### src/rtl/cnt_pkg.sv
// Shared types and helpers for the modulo counter
// and the display-scan prescalers.
package cnt_pkg;

  // Default prescaler for the 100 MHz board (2 Hz).
  localparam int BOARD_DIV = 50_000_000;

  typedef enum logic {
    DIR_DOWN = 1'b0,
    DIR_UP   = 1'b1
  } dir_e;

  function automatic int clog2(input int v);
    int r;
    r = 0;
    while ((1 << r) < v) r++;
    return r;
  endfunction

endpackage

### src/rtl/mod_counter_if.sv
// Control/status bundle of mod_counter.
// Controls: sclr_n, load_n, d, p, t, up (+cmp); status: q, rco, tick (+match).
interface mod_counter_if #(
  parameter int WIDTH = 4
);
  logic             sclr_n;
  logic             load_n;
  logic [WIDTH-1:0] d;
  logic             p;
  logic             t;
  logic             up;
  logic [WIDTH-1:0] q;
  logic             rco;
  logic             tick;
`ifdef CNT_CMP_EN
  logic [WIDTH-1:0] cmp;
  logic             match;
`endif

  modport master (
    output sclr_n, load_n, d, p, t, up,
`ifdef CNT_CMP_EN
    output cmp,
    input  match,
`endif
    input  q, rco, tick
  );

  modport slave (
    input  sclr_n, load_n, d, p, t, up,
`ifdef CNT_CMP_EN
    input  cmp,
    output match,
`endif
    output q, rco, tick
  );

endinterface

### src/rtl/mod_counter_tick_gen.sv
// Free-running prescaler: tick is high for one clk
// after the count reaches DIV-1. Ports: clk, clear (async low), tick.
module tick_gen
  import cnt_pkg::*;
#(
  parameter int DIV = 1
) (
  input  logic clk,
  input  logic clear,
  output logic tick
);

  localparam int CW =
    (clog2(DIV) < 1) ? 1 : clog2(DIV);
  localparam logic [CW-1:0] LAST = CW'(DIV - 1);

  logic [CW-1:0] cnt_q, cnt_d;
  logic          tick_q, tick_d;

  always_comb begin
    cnt_d  = cnt_q + 1'b1;
    tick_d = 1'b0;
    if (cnt_q == LAST) begin
      cnt_d  = '0;
      tick_d = 1'b1;
    end
  end

  always_ff @(posedge clk or negedge clear) begin
    if (!clear) begin
      cnt_q  <= '0;
      tick_q <= 1'b0;
    end else begin
      cnt_q  <= cnt_d;
      tick_q <= tick_d;
    end
  end

  assign tick = tick_q;

endmodule

### src/rtl/mod_counter.sv
// Modulo-MOD up/down counter with P/T enables, sync clear/load, rco.
// Ports: clk, clear (async low), bus (slave). Option: CNT_CMP_EN adds cmp/match.
module mod_counter
  import cnt_pkg::*;
#(
  parameter int WIDTH = 4,
  parameter int MOD   = 16,
  parameter int DIV   = 1
) (
  input  logic clk,
  input  logic clear,
  mod_counter_if.slave bus
);

  localparam logic [WIDTH-1:0] MAXV = WIDTH'(MOD - 1);

  logic [WIDTH-1:0] q_q, q_d;
  logic             tick;
  dir_e             dir;

  assign dir = dir_e'(bus.up);

  tick_gen #(
    .DIV(DIV)
  ) u_tick (
    .clk  (clk),
    .clear(clear),
    .tick (tick)
  );

  // Out-of-range loaded values wrap to 0 on an up-step.
  always_comb begin
    q_d = q_q;
    if (!bus.sclr_n) begin
      q_d = '0;
    end else if (!bus.load_n) begin
      q_d = bus.d;
    end else if (bus.p && bus.t && tick) begin
      if (dir == DIR_UP)
        q_d = (q_q >= MAXV) ? '0 : q_q + 1'b1;
      else
        q_d = (q_q == '0) ? MAXV : q_q - 1'b1;
    end
  end

  always_ff @(posedge clk or negedge clear) begin
    if (!clear) q_q <= '0;
    else        q_q <= q_d;
  end

  assign bus.q    = q_q;
  assign bus.tick = tick;
  assign bus.rco  = bus.t &
    ((dir == DIR_UP) ? (q_q == MAXV) : (q_q == '0));

`ifdef CNT_CMP_EN
  logic match_q;

  // Compare the next value so match lines up with q.
  always_ff @(posedge clk or negedge clear) begin
    if (!clear) match_q <= 1'b0;
    else        match_q <= (q_d == bus.cmp);
  end

  assign bus.match = match_q;
`endif

endmodule

### src/flat_wrapper.sv
// flat-port wrapper written by rule: the top's interface ports become plain ports
module mod_counter_flat import cnt_pkg::*;
#(
  parameter int WIDTH = 4,
  parameter int MOD   = 16,
  parameter int DIV   = 1
)
  (clk, clear, bus_sclr_n, bus_load_n, bus_d, bus_p, bus_t, bus_up, bus_q, bus_rco, bus_tick);
  mod_counter_if #(.WIDTH(WIDTH)) bus_i ();
  input  logic clk;
  input  logic clear;
  input wire logic [$bits(bus_i.sclr_n)-1:0] bus_sclr_n;
  input wire logic [$bits(bus_i.load_n)-1:0] bus_load_n;
  input wire logic [$bits(bus_i.d)-1:0] bus_d;
  input wire logic [$bits(bus_i.p)-1:0] bus_p;
  input wire logic [$bits(bus_i.t)-1:0] bus_t;
  input wire logic [$bits(bus_i.up)-1:0] bus_up;
  output wire logic [$bits(bus_i.q)-1:0] bus_q;
  output wire logic [$bits(bus_i.rco)-1:0] bus_rco;
  output wire logic [$bits(bus_i.tick)-1:0] bus_tick;
  assign bus_i.sclr_n = bus_sclr_n;
  assign bus_i.load_n = bus_load_n;
  assign bus_i.d = bus_d;
  assign bus_i.p = bus_p;
  assign bus_i.t = bus_t;
  assign bus_i.up = bus_up;
  assign bus_q = bus_i.q;
  assign bus_rco = bus_i.rco;
  assign bus_tick = bus_i.tick;
  mod_counter #(.WIDTH(WIDTH), .MOD(MOD), .DIV(DIV)) u_core (.clk(clk), .clear(clear), .bus(bus_i));
endmodule
### config.mk
export PLATFORM = sky130hd
export DESIGN_NAME = mod_counter_flat
export DESIGN_NICKNAME = d
export VERILOG_FILES = /design/src/rtl/cnt_pkg.sv /design/src/rtl/mod_counter_if.sv /design/src/rtl/mod_counter_tick_gen.sv /design/src/rtl/mod_counter.sv /design/src/flat_wrapper.sv
export SDC_FILE = /design/constraint.sdc
export NUM_CORES = 1
export LEC_CHECK = 0
export CORE_AREA = 2 2 39 41
export CTS_CLUSTER_SIZE = 8
export DETAILED_ROUTE_END_ITERATION = 12
export DIE_AREA = 0 0 41 43
export SETUP_SLACK_MARGIN = 0.15
export SLEW_MARGIN = 20
export SYNTH_ARGS = -nofsm -noshare
export SYNTH_HDL_FRONTEND = slang
export SYNTH_SLANG_ARGS = --single-unit
### constraint.sdc
create_clock -name clk -period 3.3 [get_ports clk]
set_clock_uncertainty 0.2 [all_clocks]
set_input_delay 0.33 -clock clk [delete_from_list [all_inputs] [get_ports clk]]
set_output_delay 0.33 -clock clk [all_outputs]
set_load 0.01 [all_outputs]
==> summary.txt, run 1 <==
GRT
  – Met1 Track Usage GR: 0.125
  – Busiest layer in global routing: met2
  – Met2 usage: 0.228
  – Initial antenna violation count: 0
  – Largest net degree at the start of global routing: 11
  – First-pass GRT wire length: 1.53 mm
  – Vias in the first global route: 408
  – Met3 Use GR: 0.0157
  – GRT Resource Usage Total: 0.127
  – Grt total ovfl: 0

Clocking
  – CTS Buffer Depth: 2
  – H-tree levels: 1
  – CTS tree: yes
  – Clock latency at the later pin of the worst-skew pair: 0.24 ns
  – CTS-repair resized insts: 0
  – Clock edge transition at the registers on the reported setup and hold paths: 0.04 ns
  – Clock Tree Root: clkbuf_4
  – CTS Hold Bufs: 0
  – Clk sinks: 5
  – Setup Fix Bufs, Post-CTS: 0
  – Cts bufs inserted: 3

Detailed routing
  – DR iter-0 viols: 3
  – DR WL/cell: 11.5 um
  – DR pass1 iterations: 4
  – WL final: 921 um
  – Via count: 405
  – Post-route ant nets: 0
  – Via density per instance: 5.06
  – Drt drc: 0

Floorplan
  – Core area: 1380 um2
  – Cell Rows: 14
  – Area of the die: 1760 um2
  – I/O pin total: 17
  – Chip Height: 43 um
  – Initial cell density of the core: 0.293
  – Die width: 41 um

Logic synthesis
  – Post-Syn Area per Cell: 8.63 um2
  – Synth area leaders: dfrtp_1, ha_1, o211a_1
  – Sequential share of the synthesized area: 0.309
  – Synth Cell Area: 405 um2
  – Synth Warn #: 0
  – Distinct cells, synth: 27
  – Synth Instances: 47
  – Largest area contributor in the netlist: dfrtp_1
  – Synth Flop Type: dfrtp_1
  – Most common cell in the netlist: dfrtp_1
  – Yosys reg bits: 5
  – Share of the synthesized area in the top cell type: 0.309
  – Syn nets: 61
  – Post-synthesis async set-or-reset flop share: 1.00
  – Commonest cells in the netlist: dfrtp_1, o21ai_0, ha_1, o211a_1
  – EDFF count, synth: 0

Timing
  – Max Fclk: 411 MHz
  – Slew Limit Fails: 0
  – Final worst slack: 0.865 ns
  – Post-route setup TNS: 0 ns
  – Final Hold Fails: 0
  – RSZ-0062 raised after global routing: no
  – Number of setup violations in the final report: 0
  – Final critical-path required period: 2.44 ns
  – Final period util: 0.738

Worst setup path
  – Arr. time, crit path: 1.91 ns
  – CP Launch Type: register
  – Max Fanout on Critical Path: 6
  – Worst EP required: 2.77 ns
  – Reg2Reg Setup Slack: 1.63 ns
  – Crit. End Element: output port
  – Worst Setup Path Type: reg2out

Cells and area
  – Fill count: 152
  – Antenna Cells: 0
  – Final core utilization: 0.432
  – P&R area growth vs syn: 47.5%
  – Share of cells above drive strength 1: 0.0938
  – Nets@finish: 79

Power
  – Leak pwr: 0.000257 uW
  – Maximum vdd drop: 0.151 mV
  – Power Density: 332 nW/um2
  – Tot Pwr: 199 uW

Hold path
  – Hold crit path type: in2async

Place
  – Post-Place Worst Slack: 0.953 ns
  – Post-DP HPWL: 730 um
  – GP Congestion: 0.761
  – Port Buffers: 16

Job
  – Max_cap viols: 0

Status
  – Status: complete, no violations
-- worst paths after layout --
kind,start,end,depth (start not counted)
max in group asynchronous,clear,u_core.bus.q[3],1
min reg2reg,u_core.bus.q[2],u_core.bus.q[2],2
max,u_core.bus.q[1],bus_rco,6
min in group clk,u_core.bus.q[2],u_core.bus.q[2],2
min,clear,u_core.bus.q[0],1
max reg2reg,u_core.bus.q[0],u_core.bus.q[2],6
-- cell usage in the layout, fill, tap and decap left out, drive strengths merged --
cell,count
mux2,1
clkdlybuf4s50,16
inv,4
o41a,1
and3,1
o211a,3
o2111ai,1
xnor2,2
a21oi,2
o31ai,1
nand4,1
clkbuf,4
nand3,2
o21ai,4
nand2,2
nor2b,1
a31oi,2
conb,1
o221ai,1
o211ai,1
ha,3
dfrtp,5
nand2b,1
o41ai,1
nor2,2
and2,1
-- layout make-up --
type,count,area [um2],share of cell area
timing repair buffer,16,160,0.268
clock buffer,4,26.3,0.0439
sequential,5,125,0.209
tap,16,20.0,0.0335
multi-input combinational,35,251,0.421
inverter,4,15.0,0.0251
-- power breakdown --
| group | internal, uW | switching, uW |
|---|---|---|
| sequential | 65.8 | 6.86 |
| combinational | 32.9 | 24.4 |
| clock | 45.6 | 23.1 |
-- logic make-up after synthesis --
family,after synthesis,share of synthesized area
AOI/OAI and AO/OA,17,0.309
xor gates and xnor gates,2,0.0432
adders and majority gates,3,0.0926
buffers and inverters,7,0.0710
DFF,5,0.309
muxes,1,0.0278
other,1,0.00925
and+or+nand+nor,11,0.139
-- state kept, by name (all words and copies together), names as in the netlist --
register            count
u_core.u_tick.tick      1
u_core.bus.q            4
-- critical path, stage by stage, from the launching register on --
cell             delay (ns)
dfrtp_1                0.42
inv_1                  0.14
ha_1                   0.19
nand2b_1               0.08
o31ai_1                0.17
and2_1                 0.14
clkdlybuf4s50_1        0.52
-- routing by layer --
| metal | vias up | wire length (um) |
|---|---|---|
| met5 | - | 0 |
| met2 | 9 | 473 |
| li1 | 207 | - |
| met1 | 187 | 397 |
| met3 | 2 | 34 |
| met4 | 0 | 14 |
-- metrics by stage --
step | hold slack (ns) | area [um2] | instances
CTS | 0.104 | 598 | 80
detailed placement | 0.365 | 572 | 76
floorplan | -0.166 | 405 | 47
global placement | 0.362 | 572 | 76
global route | 0.115 | 598 | 80
finish | 0.108 | 598 | 80
(Power assumes the default switching activity.)
==> run 2: changes to the inputs <==
==> constraint.sdc (replaced) <==
create_clock -name clk -period 2.2 [get_ports clk]
set_clock_uncertainty 0.2 [all_clocks]
set_input_delay 0.22 -clock clk [delete_from_list [all_inputs] [get_ports clk]]
set_output_delay 0.22 -clock clk [all_outputs]
set_load 0.01 [all_outputs]
==> summary.txt, run 2 (same netlist as run 1, synthesis figures left out) <==
Status
  – Status: complete, no violations

Timing
  – Number of setup violations in the final report: 0 (unchanged)
  – Final Hold Fails: 0 (unchanged)
  – Final worst slack: 0.333 ns (-0.532 ns)
  – Slew Limit Fails: 0 (unchanged)
  – Final critical-path required period: 1.87 ns
  – RSZ-0062 raised after global routing: no
  – Final period util: 0.849
  – Max Fclk: 536 MHz
  – Post-route setup TNS: 0 ns (unchanged)

Worst setup path
  – Crit. End Element: output port
  – Family with the most delay on the worst path: flip-flops
  – Worst Setup Path Type: reg2out
  – Slowest cell on the critical path: dfrtp_1
  – Max Fanout on Critical Path: 4 (-2)
  – Worst Path Buf+Inv: 2 (unchanged)
  – Arr. time, crit path: 1.45 ns (-0.46 ns)
  – Worst EP required: 1.78 ns (-0.99 ns)
  – Crit-path cells: inv_2, ha_1, nand2b_1, o31ai_1, and2_1, clkbuf_2
  – CP Launch Type: register
  – Max stage delay on crit path: 0.41 ns (-0.11 ns)

GRT
  – First-pass GRT wire length: 1.74 mm (+14%)
  – Initial antenna violation count: 0 (unchanged)
  – Grt total ovfl: 0 (unchanged)
  – GRT Resource Usage Total: 0.145 (+0.0181)
  – Vias in the first global route: 416 (+2.0%)
  – Largest net degree at the start of global routing: 11 (unchanged)

Detailed routing
  – Drt drc: 0 (unchanged)
  – DR pass1 iterations: 3 (-1)
  – Via density per instance: 5.06 (about the same)
  – Via count: 425 (+4.9%)
  – Met3 Wirelength: 38 um (+12%)
  – Routed wl met2: 508 um (+7.4%)
  – Max layer used: met3
  – DR iter-0 viols: 1 (-2)
  – WL final: 968 um (+5.1%)
  – DR WL/cell: 11.5 um (about the same)
  – Wl on met1: 421 um (+6.0%)
  – Post-route ant nets: 0 (unchanged)

Floorplan
  – Chip Height: 43 um (unchanged)
  – Die width: 41 um (unchanged)
  – Area of the die: 1760 um2 (unchanged)
  – I/O pin total: 17 (unchanged)
  – Core area: 1380 um2 (unchanged)
  – Initial cell density of the core: 0.293 (unchanged)
  – Cell Rows: 14 (unchanged)

Clocking
  – Clock Tree Root: clkbuf_4
  – Cts bufs inserted: 3 (unchanged)
  – H-tree levels: 1 (unchanged)
  – Clock latency at the later pin of the worst-skew pair: 0.24 ns (about the same)
  – Clk sinks: 5 (unchanged)
  – Clock edge transition at the registers on the reported setup and hold paths: 0.04 ns (about the same)
  – CTS Buffer Depth: 2 (unchanged)
  – CTS tree: yes
  – CTS Hold Bufs: 0 (unchanged)

Cells and area
  – Max reg flops: 4 (unchanged)
  – Post-route insts no fill: 84 (+5.0%)
  – Antenna Cells: 0 (unchanged)
  – P&R area growth vs syn: 53.7%
  – Commonest non-fill, non-tap cells in the layout: clkdlybuf4s50_1, dfrtp_1, o21ai_0, buf_4
  – Footprint of the multi-input gates: 251 um2 (unchanged)
  – Nets@finish: 83 (+5.1%)
  – Final Cell Area: 623 um2 (+4.2%)
  – Fill count: 155 (+2.0%)
  – Leading cell type in the layout, fill and taps excluded: clkdlybuf4s50_1
  – Share of cells above drive strength 1: 0.176 (+0.0827)
  – Seq. cell area: 125 um2 (unchanged)

Place
  – Post-DP Area: 587 um2 (+2.6%)
  – Post-Place Worst Slack: 0.127 ns (-0.826 ns)
  – GP Congestion: 0.747 (-1.9%)
  – # placed instances: 78 (+2.6%)
  – Port Buffers: 16 (unchanged)
  – Post-DP HPWL: 768 um (+5.2%)

Power
  – Power Density: 488 nW/um2 (+47%)
  – P_int: 222 uW (+54%)
  – Net Sw Frac: 0.271 (-0.00292)
  – Maximum vdd drop: 0.219 mV (+45%)
  – Comb power frac: 0.311 (+0.023)
  – Sequential power share: 0.353 (-0.013)
  – Clk pwr share: 0.336 (-0.010)
  – Leak pwr: 0.000278 uW (+8.2%)
  – Sw power: 82.3 uW (+51%)

Job
  – Max_cap viols: 0 (unchanged)

Hold path
  – Hold crit path type: in2async
## run 2: metal layers
layer	up-vias	GRT usage
met5	-	0
met3	0	0.0157
met4	0	0.100
li1	216	-
met1	202	0.170
met2	7	0.231
## run 2: layout make-up
| cell class | instances | share of cell area |
|---|---|---|
| clock buffers | 4 | 0.0422 |
| inverters | 4 | 0.0241 |
| multi-input cells | 35 | 0.404 |
| flip-flops and latches | 5 | 0.201 |
| well taps | 16 | 0.0321 |
| repair buffers | 20 | 0.297 |
## run 2: path summary, 6_finish.rpt
kind | from | endpoint | slack [ns] | cells past startpoint
hold reg to reg | u_core.bus.q[2] | u_core.bus.q[2] | 0.47 | 2
setup / recovery | u_core.bus.q[1] | bus_rco | 0.33 | 6
min in group clk | bus_d[0] | u_core.bus.q[0] | 0.40 | 2
max in group asynchronous | clear | u_core.bus.q[3] | 1.61 | 1
setup reg to reg | u_core.bus.q[0] | u_core.bus.q[2] | 0.64 | 5
hold / removal | clear | u_core.bus.q[0] | 0.002 | 1
## run 2: metrics by stage
| step | utilization | hold WS, ns | total power (uW) |
|---|---|---|---|
| 3_5_place_dp | 0.424 | 0.261 | 200 |
| 3_3_place_gp | 0.424 | 0.262 | 200 |
| 2_1_floorplan | - | -0.276 | 154 |
| 5_1_grt | 0.450 | 0.0219 | 328 |
| 4_1_cts | 0.453 | 0.00291 | 310 |
| 6_report | 0.450 | 0.00202 | 304 |
## run 2: power by group through the flow
stage	Clock [uW]	Combinational, uW	Sequential [uW]
6_report	102	94.4	107
2_1_floorplan	0	42.0	112
4_1_cts	108	95.7	107
5_1_grt	114	106	108
3_3_place_gp	0	91.0	109
3_5_place_dp	0	90.5	109
## run 2: timing repair
action,in CTS,in global routing
resized for setup,2,2
setup buffers,2,0
endpoints found under the setup margin,1,1
==> RTL edit 1: new RTL, config.mk and constraints of run 2 <==
`WIDTH` is set to 4 in 3 places; all go to 6.
--- a/src/rtl/mod_counter_if.sv
+++ b/src/rtl/mod_counter_if.sv
@@ -3,3 +3,3 @@
 interface mod_counter_if #(
-  parameter int WIDTH = 4
+  parameter int WIDTH = 6
 );
--- a/src/rtl/mod_counter.sv
+++ b/src/rtl/mod_counter.sv
@@ -5,3 +5,3 @@
 #(
-  parameter int WIDTH = 4,
+  parameter int WIDTH = 6,
   parameter int MOD   = 16,
--- a/src/flat_wrapper.sv
+++ b/src/flat_wrapper.sv
@@ -3,3 +3,3 @@
 #(
-  parameter int WIDTH = 4,
+  parameter int WIDTH = 6,
   parameter int MOD   = 16,
Ports: changed (resized bus_d and bus_q); port bits go from 17 to 21. The function was not compared with the original's and may differ.
==> RTL edit 1 against run 2 <==
  * Wire length increased by 63%
  * Largest power group is now combinational logic
  * Setup slack got worse by 95 ps
  * Critical path depth increased by 1
  * Register-to-register slack got worse by 350 ps
  * Critical path type unchanged
  * Power increased by 49%
  * Area after synthesis increased by 42%
  * Final area increased by 47%
  * Sequential cell count increased by 2
  * Critical endpoint unchanged
==> RTL edit 1: results (changes against run 2) <==
| Metric | Value |
|---|---|
| Reg clk slew, reported paths | `60 ps (+20 ps)` |
| Maximum vdd drop | `0.276 mV (+26%)` |
| Status | `completed` |
| Max-Cap Viols | `0 (unchanged)` |
| Met1 usage | `35.1% (+18 points)` |
| Overall Power | `0.454 mW (+49%)` |
| Final wirelength | `1580 um (+63%)` |
| DR WL met3 | `44 um (+16%)` |
| Post-CTS Setup Inserts | `1 (-1)` |
| Top cells by count, synth | `nand2_1 (8), dfrtp_1 (7), o21ai_0 (5)` |
| Largest stage delay on the critical path | `380 ps (-30 ps)` |
| CTS Buffer Depth | `2 (unchanged)` |
| Worst Path Arrival | `1540 ps (+90 ps)` |
| Worst reg2reg endpoint | `u_core.bus.q[4]` |
| HPWL Detailed | `1240 um (+62%)` |
| RePlAce Congestion | `0.781 (+4.6%)` |
| I/O Buffers | `20 (+4)` |
| Int Pwr | `0.308 mW (+39%)` |
| DR WL/cell | `13.5 um (+17%)` |
| Routed length on met1 | `787 um (+87%)` |
| Flip-flop count of the largest register after layout | `6 (+2)` |
| Mux cell area share after synthesis | `0% (-2.8 points)` |
| Final hold slack | `43.6 ps (+41.6 ps)` |
| Largest net degree at the start of global routing | `10 (-1)` |
| Vias per inst | `5.23 (+3.4%)` |
| Reg2reg setup slack | `290 ps (-350 ps)` |
| Max Fanout on Critical Path | `2 (-2)` |
| Sequential share of power | `32.8% (-2.5 points)` |
| CTS resizes | `5 (+3)` |
| Adder-cell share of the synthesized area | `6.54% (-2.7 points)` |
| FF-to-FF path depth | `7 (+2)` |
| Sequential area share after synthesis | `30.5% (-0.36 points)` |
| Total GRT Usage | `23.4% (+8.9 points)` |
| Vias in the first global route | `611 (+47%)` |
| Syn_nets | `84 (+38%)` |
| Met2 wire length | `734 um (+44%)` |
| Share of layout cells above drive strength 1 | `23.8% (+6.1 points)` |
| Drt initial violations | `7 (+6)` |
| Placed Area | `850 sq um (+45%)` |
| Pre-CTS setup slack | `-93.9 ps (-221 ps)` |
| Met2 Use GR | `31.6% (+8.4 points)` |
| Top layer in use | `met4` |
| Combinational power share | `40.6% (+9.5 points)` |
| Fill cell count | `123 (-21%)` |
| Placed insts | `111 (+42%)` |
| # nets final | `118 (+42%)` |
| Mapped Cells | `68 (+45%)` |
| Leak | `0.379 nW (+36%)` |
## RTL edit 1: cell count changes after synthesis, moves of 2 or more
| cell | delta |
|---|---|
| o21a_1 | +2 |
| nand2_1 | +6 |
| dfrtp_1 | +2 |
| o21ai_1 | +2 |
| a31oi_1 | -2 |
| nand3_1 | +2 |
| o211a_1 | -3 |
| or3b_1 | +2 |
| inv_2 | -2 |
| nor2_1 | +2 |
| o31ai_1 | +2 |
| a22oi_1 | +4 |
## RTL edit 1: cell type report
class	instances	area, sq um	share of cell area [%]
clock buffers	4	26.3	2.87
inverters	3	11.3	1.23
multi-input cells	55	398	43.4
flip-flops and latches	7	175	19.1
well taps	16	20.0	2.19
repair buffers	32	285	31.1
## RTL edit 1: worst max-delay path, delay by kind of cell, from the launching register on
| family | cells | cell delay [ps] |
|---|---|---|
| AND/OR/NAND/NOR | 3 | 420 |
| flip-flops | 1 | 380 |
| buffers and inverters | 2 | 210 |
| AO/OA/AOI/OAI | 1 | 140 |
| adder cells (fa/ha/maj) | 1 | 120 |
==> RTL edit 2: new RTL, settings of run 2 <==
Made on the original files. `MOD` is set to 16 in 2 places; all go to 12.
--- a/src/rtl/mod_counter.sv
+++ b/src/rtl/mod_counter.sv
@@ -6,3 +6,3 @@
   parameter int WIDTH = 4,
-  parameter int MOD   = 16,
+  parameter int MOD   = 12,
   parameter int DIV   = 1
--- a/src/flat_wrapper.sv
+++ b/src/flat_wrapper.sv
@@ -4,3 +4,3 @@
   parameter int WIDTH = 4,
-  parameter int MOD   = 16,
+  parameter int MOD   = 12,
   parameter int DIV   = 1
Formal check against the unedited RTL: not equivalent (Yosys sat finds a counterexample within 4 cycles, from zero or initial values).
==> RTL edit 2 against run 2 <==
  * Setup slack got worse by 91 ps
  * Non-clock buffer count increased by 5
  * Power increased by 16%
  * First-iteration DRC count increased to 17 times the old value
  * Clock power increased by 4%
  * Area after synthesis increased by 10%
  * Worst hold slack improved by 360 ps
  * Final area increased by 12%
  * Sequential cell count unchanged
  * Wire length increased by 20%
  * Synthesized cell count increased by 13%
  * Die area unchanged
  * Core utilization increased by 5.5 points
  * Critical path type unchanged
  * Critical endpoint unchanged
  * Highest routed layer unchanged
==> RTL edit 2: results (changes against run 2) <==
| Metric | Value |
|---|---|
| Fill cell count | `146 (-5.8%)` |
| Top cells by count, synth | `dfrtp_1 (5), inv_1 (5), o211ai_1 (4), o21ai_0 (4)` |
| HPWL Detailed | `891 um (+16%)` |
| Reg clk slew, reported paths | `50 ps` |
| Yosys cell types | `32 (+19%)` |
| Drt initial violations | `17 (+16)` |
| Total GRT Usage | `15.8% (+1.2 points)` |
| Largest net degree at the start of global routing | `14 (+3)` |
| Drt pass-1 iters | `4 (+1)` |
| Top layer in use | `met3` |
| Clock latency on the worst-skew pair | `240 ps (about the same)` |
| Routed length on met1 | `497 um (+18%)` |
| Max Fanout on Critical Path | `2 (-2)` |
| Final Setup Violations | `0 (unchanged)` |
| DR WL met3 | `77 um (+100%)` |
| Syn_nets | `66 (+8.2%)` |
| Mapped Cells | `53 (+13%)` |
| Initial antenna violation count | `0 (unchanged)` |
| CTS Buffer Depth | `2 (unchanged)` |
| Share of layout cells above drive strength 1 | `26.0% (+8.3 points)` |
| Worst Path Arrival | `1540 ps (+90 ps)` |
| DR WL/cell | `12.4 um (+8.0%)` |
| CTS root buf | `clkbuf_4` |
| Top FF cell, synth | `dfrtp_1` |
| First-pass GRT wire length | `1890 um (+8.7%)` |
| Final wirelength | `1160 um (+20%)` |
| Asr flop ratio synth | `100% (unchanged)` |
| Cts bufs inserted | `3 (unchanged)` |
| Vias per inst | `5.29 (+4.6%)` |
| Placed insts | `88 (+13%)` |
| Met2 wire length | `582 um (+15%)` |
| I/O Buffers | `16 (unchanged)` |
| Vias in the first global route | `472 (+13%)` |
| NetSw | `0.108 mW (+31%)` |
| Warnings from Yosys | `0 (unchanged)` |
| Post-CTS Setup Inserts | `0 (-2)` |
| Flip-flop count of the largest register after layout | `4 (unchanged)` |
| # nets final | `91 (+9.6%)` |
| Sequential area share after synthesis | `27.9% (-2.9 points)` |
| Maximum vdd drop | `0.454 mV (+110%)` |
| Leak | `0.294 nW (+5.7%)` |
| H-tree level count | `1 (unchanged)` |
| Synth top area cells | `dfrtp_1 (28%), o211ai_1 (6.7%), ha_1 (5.6%)` |
| Diodes inserted | `0 (unchanged)` |
| RePlAce Congestion | `0.768 (+2.8%)` |
| Status | `completed` |
| Pre-CTS setup slack | `26.8 ps (-100 ps)` |
| Hold/Removal Path Class | `flop to flop` |
[RTL edit 2: cell types whose count changed in the layout (fill, tap and decap cells not counted), sizes merged, moves of 2 or more]
cell	run 2	this run
buf	4	9
o211a	3	0
o211ai	1	4
a311oi	0	2
inv	4	6
xnor2	2	0
[RTL edit 2: cell type report]
cell class / count / area, sq um / area share (%)
well taps: 16 / 20.0 / 2.86
clock buffers: 4 / 26.3 / 3.76
flip-flops and latches: 5 / 125 / 17.9
multi-input cells: 37 / 278 / 39.7
repair buffers: 25 / 225 / 32.2
inverters: 6 / 25.0 / 3.58
[RTL edit 2: kinds of logic after synthesis]
logic type | share of synthesized area [%]
compound gates | 34.1
simple gates | 17.9
buf+inv | 11.7
flops | 27.9
fa+ha+maj | 5.59
xor+xnor | 1.96
other cells | 0.837
[RTL edit 2: what timing repair did]
item                                    in CTS  in global routing
resized for setup                            4                  3
gates cloned                                 0                  0
endpoints found under the setup margin       1                  1
hold buffers                                 1                  0
hold endpoints to repair                     5                  0
[RTL edit 2: final timing paths]
kind | from | endpoint | slack [ps] | depth (start not counted)
setup / recovery | u_core.bus.q[0] | bus_rco | 240 | 6
hold / removal | u_core.bus.q[0] | u_core.bus.q[0] | 360 | 2
setup reg to reg | u_core.bus.q[0] | u_core.bus.q[0] | 400 | 7
hold reg to reg | u_core.bus.q[0] | u_core.bus.q[0] | 360 | 2
max in group asynchronous | clear | u_core.bus.q[1] | 1070 | 2
min in group asynchronous | clear | u_core.bus.q[0] | 540 | 2
[RTL edit 2: metrics by stage]
step / util (%) / power [mW] / hold WS, ps / instance area, sq um
after global placement: 47.7 / 0.244 / 249 / 661
after global routing: 50.5 / 0.380 / 381 / 699
after floorplan: - / 0.179 / -276 / 448
after detailed placement: 47.7 / 0.244 / 256 / 661
final: 50.5 / 0.351 / 357 / 699
after CTS: 50.0 / 0.356 / 380 / 692
[RTL edit 2: metal layers]
layer	global-route usage, %	vias to the layer above
met1	18.4	232
met4	2.00	0
met2	25.6	14
li1	-	246
met5	0	-
met3	7.85	0
[RTL edit 2: power by group through the flow]
stage | Combinational, mW | Sequential, mW | Clock [mW]
floorplan | 0.0650 | 0.114 | 0
global placement | 0.132 | 0.112 | 0
detailed placement | 0.132 | 0.112 | 0
CTS | 0.133 | 0.111 | 0.112
global route | 0.146 | 0.113 | 0.121
finish | 0.134 | 0.111 | 0.106
[RTL edit 2: critical path, stage by stage (launching register included)]
cell and delay, ps:
dfrtp_1 380, inv_2 70, ha_2 180, inv_1 50, o31a_2 330, nor3b_2 140, buf_2 150
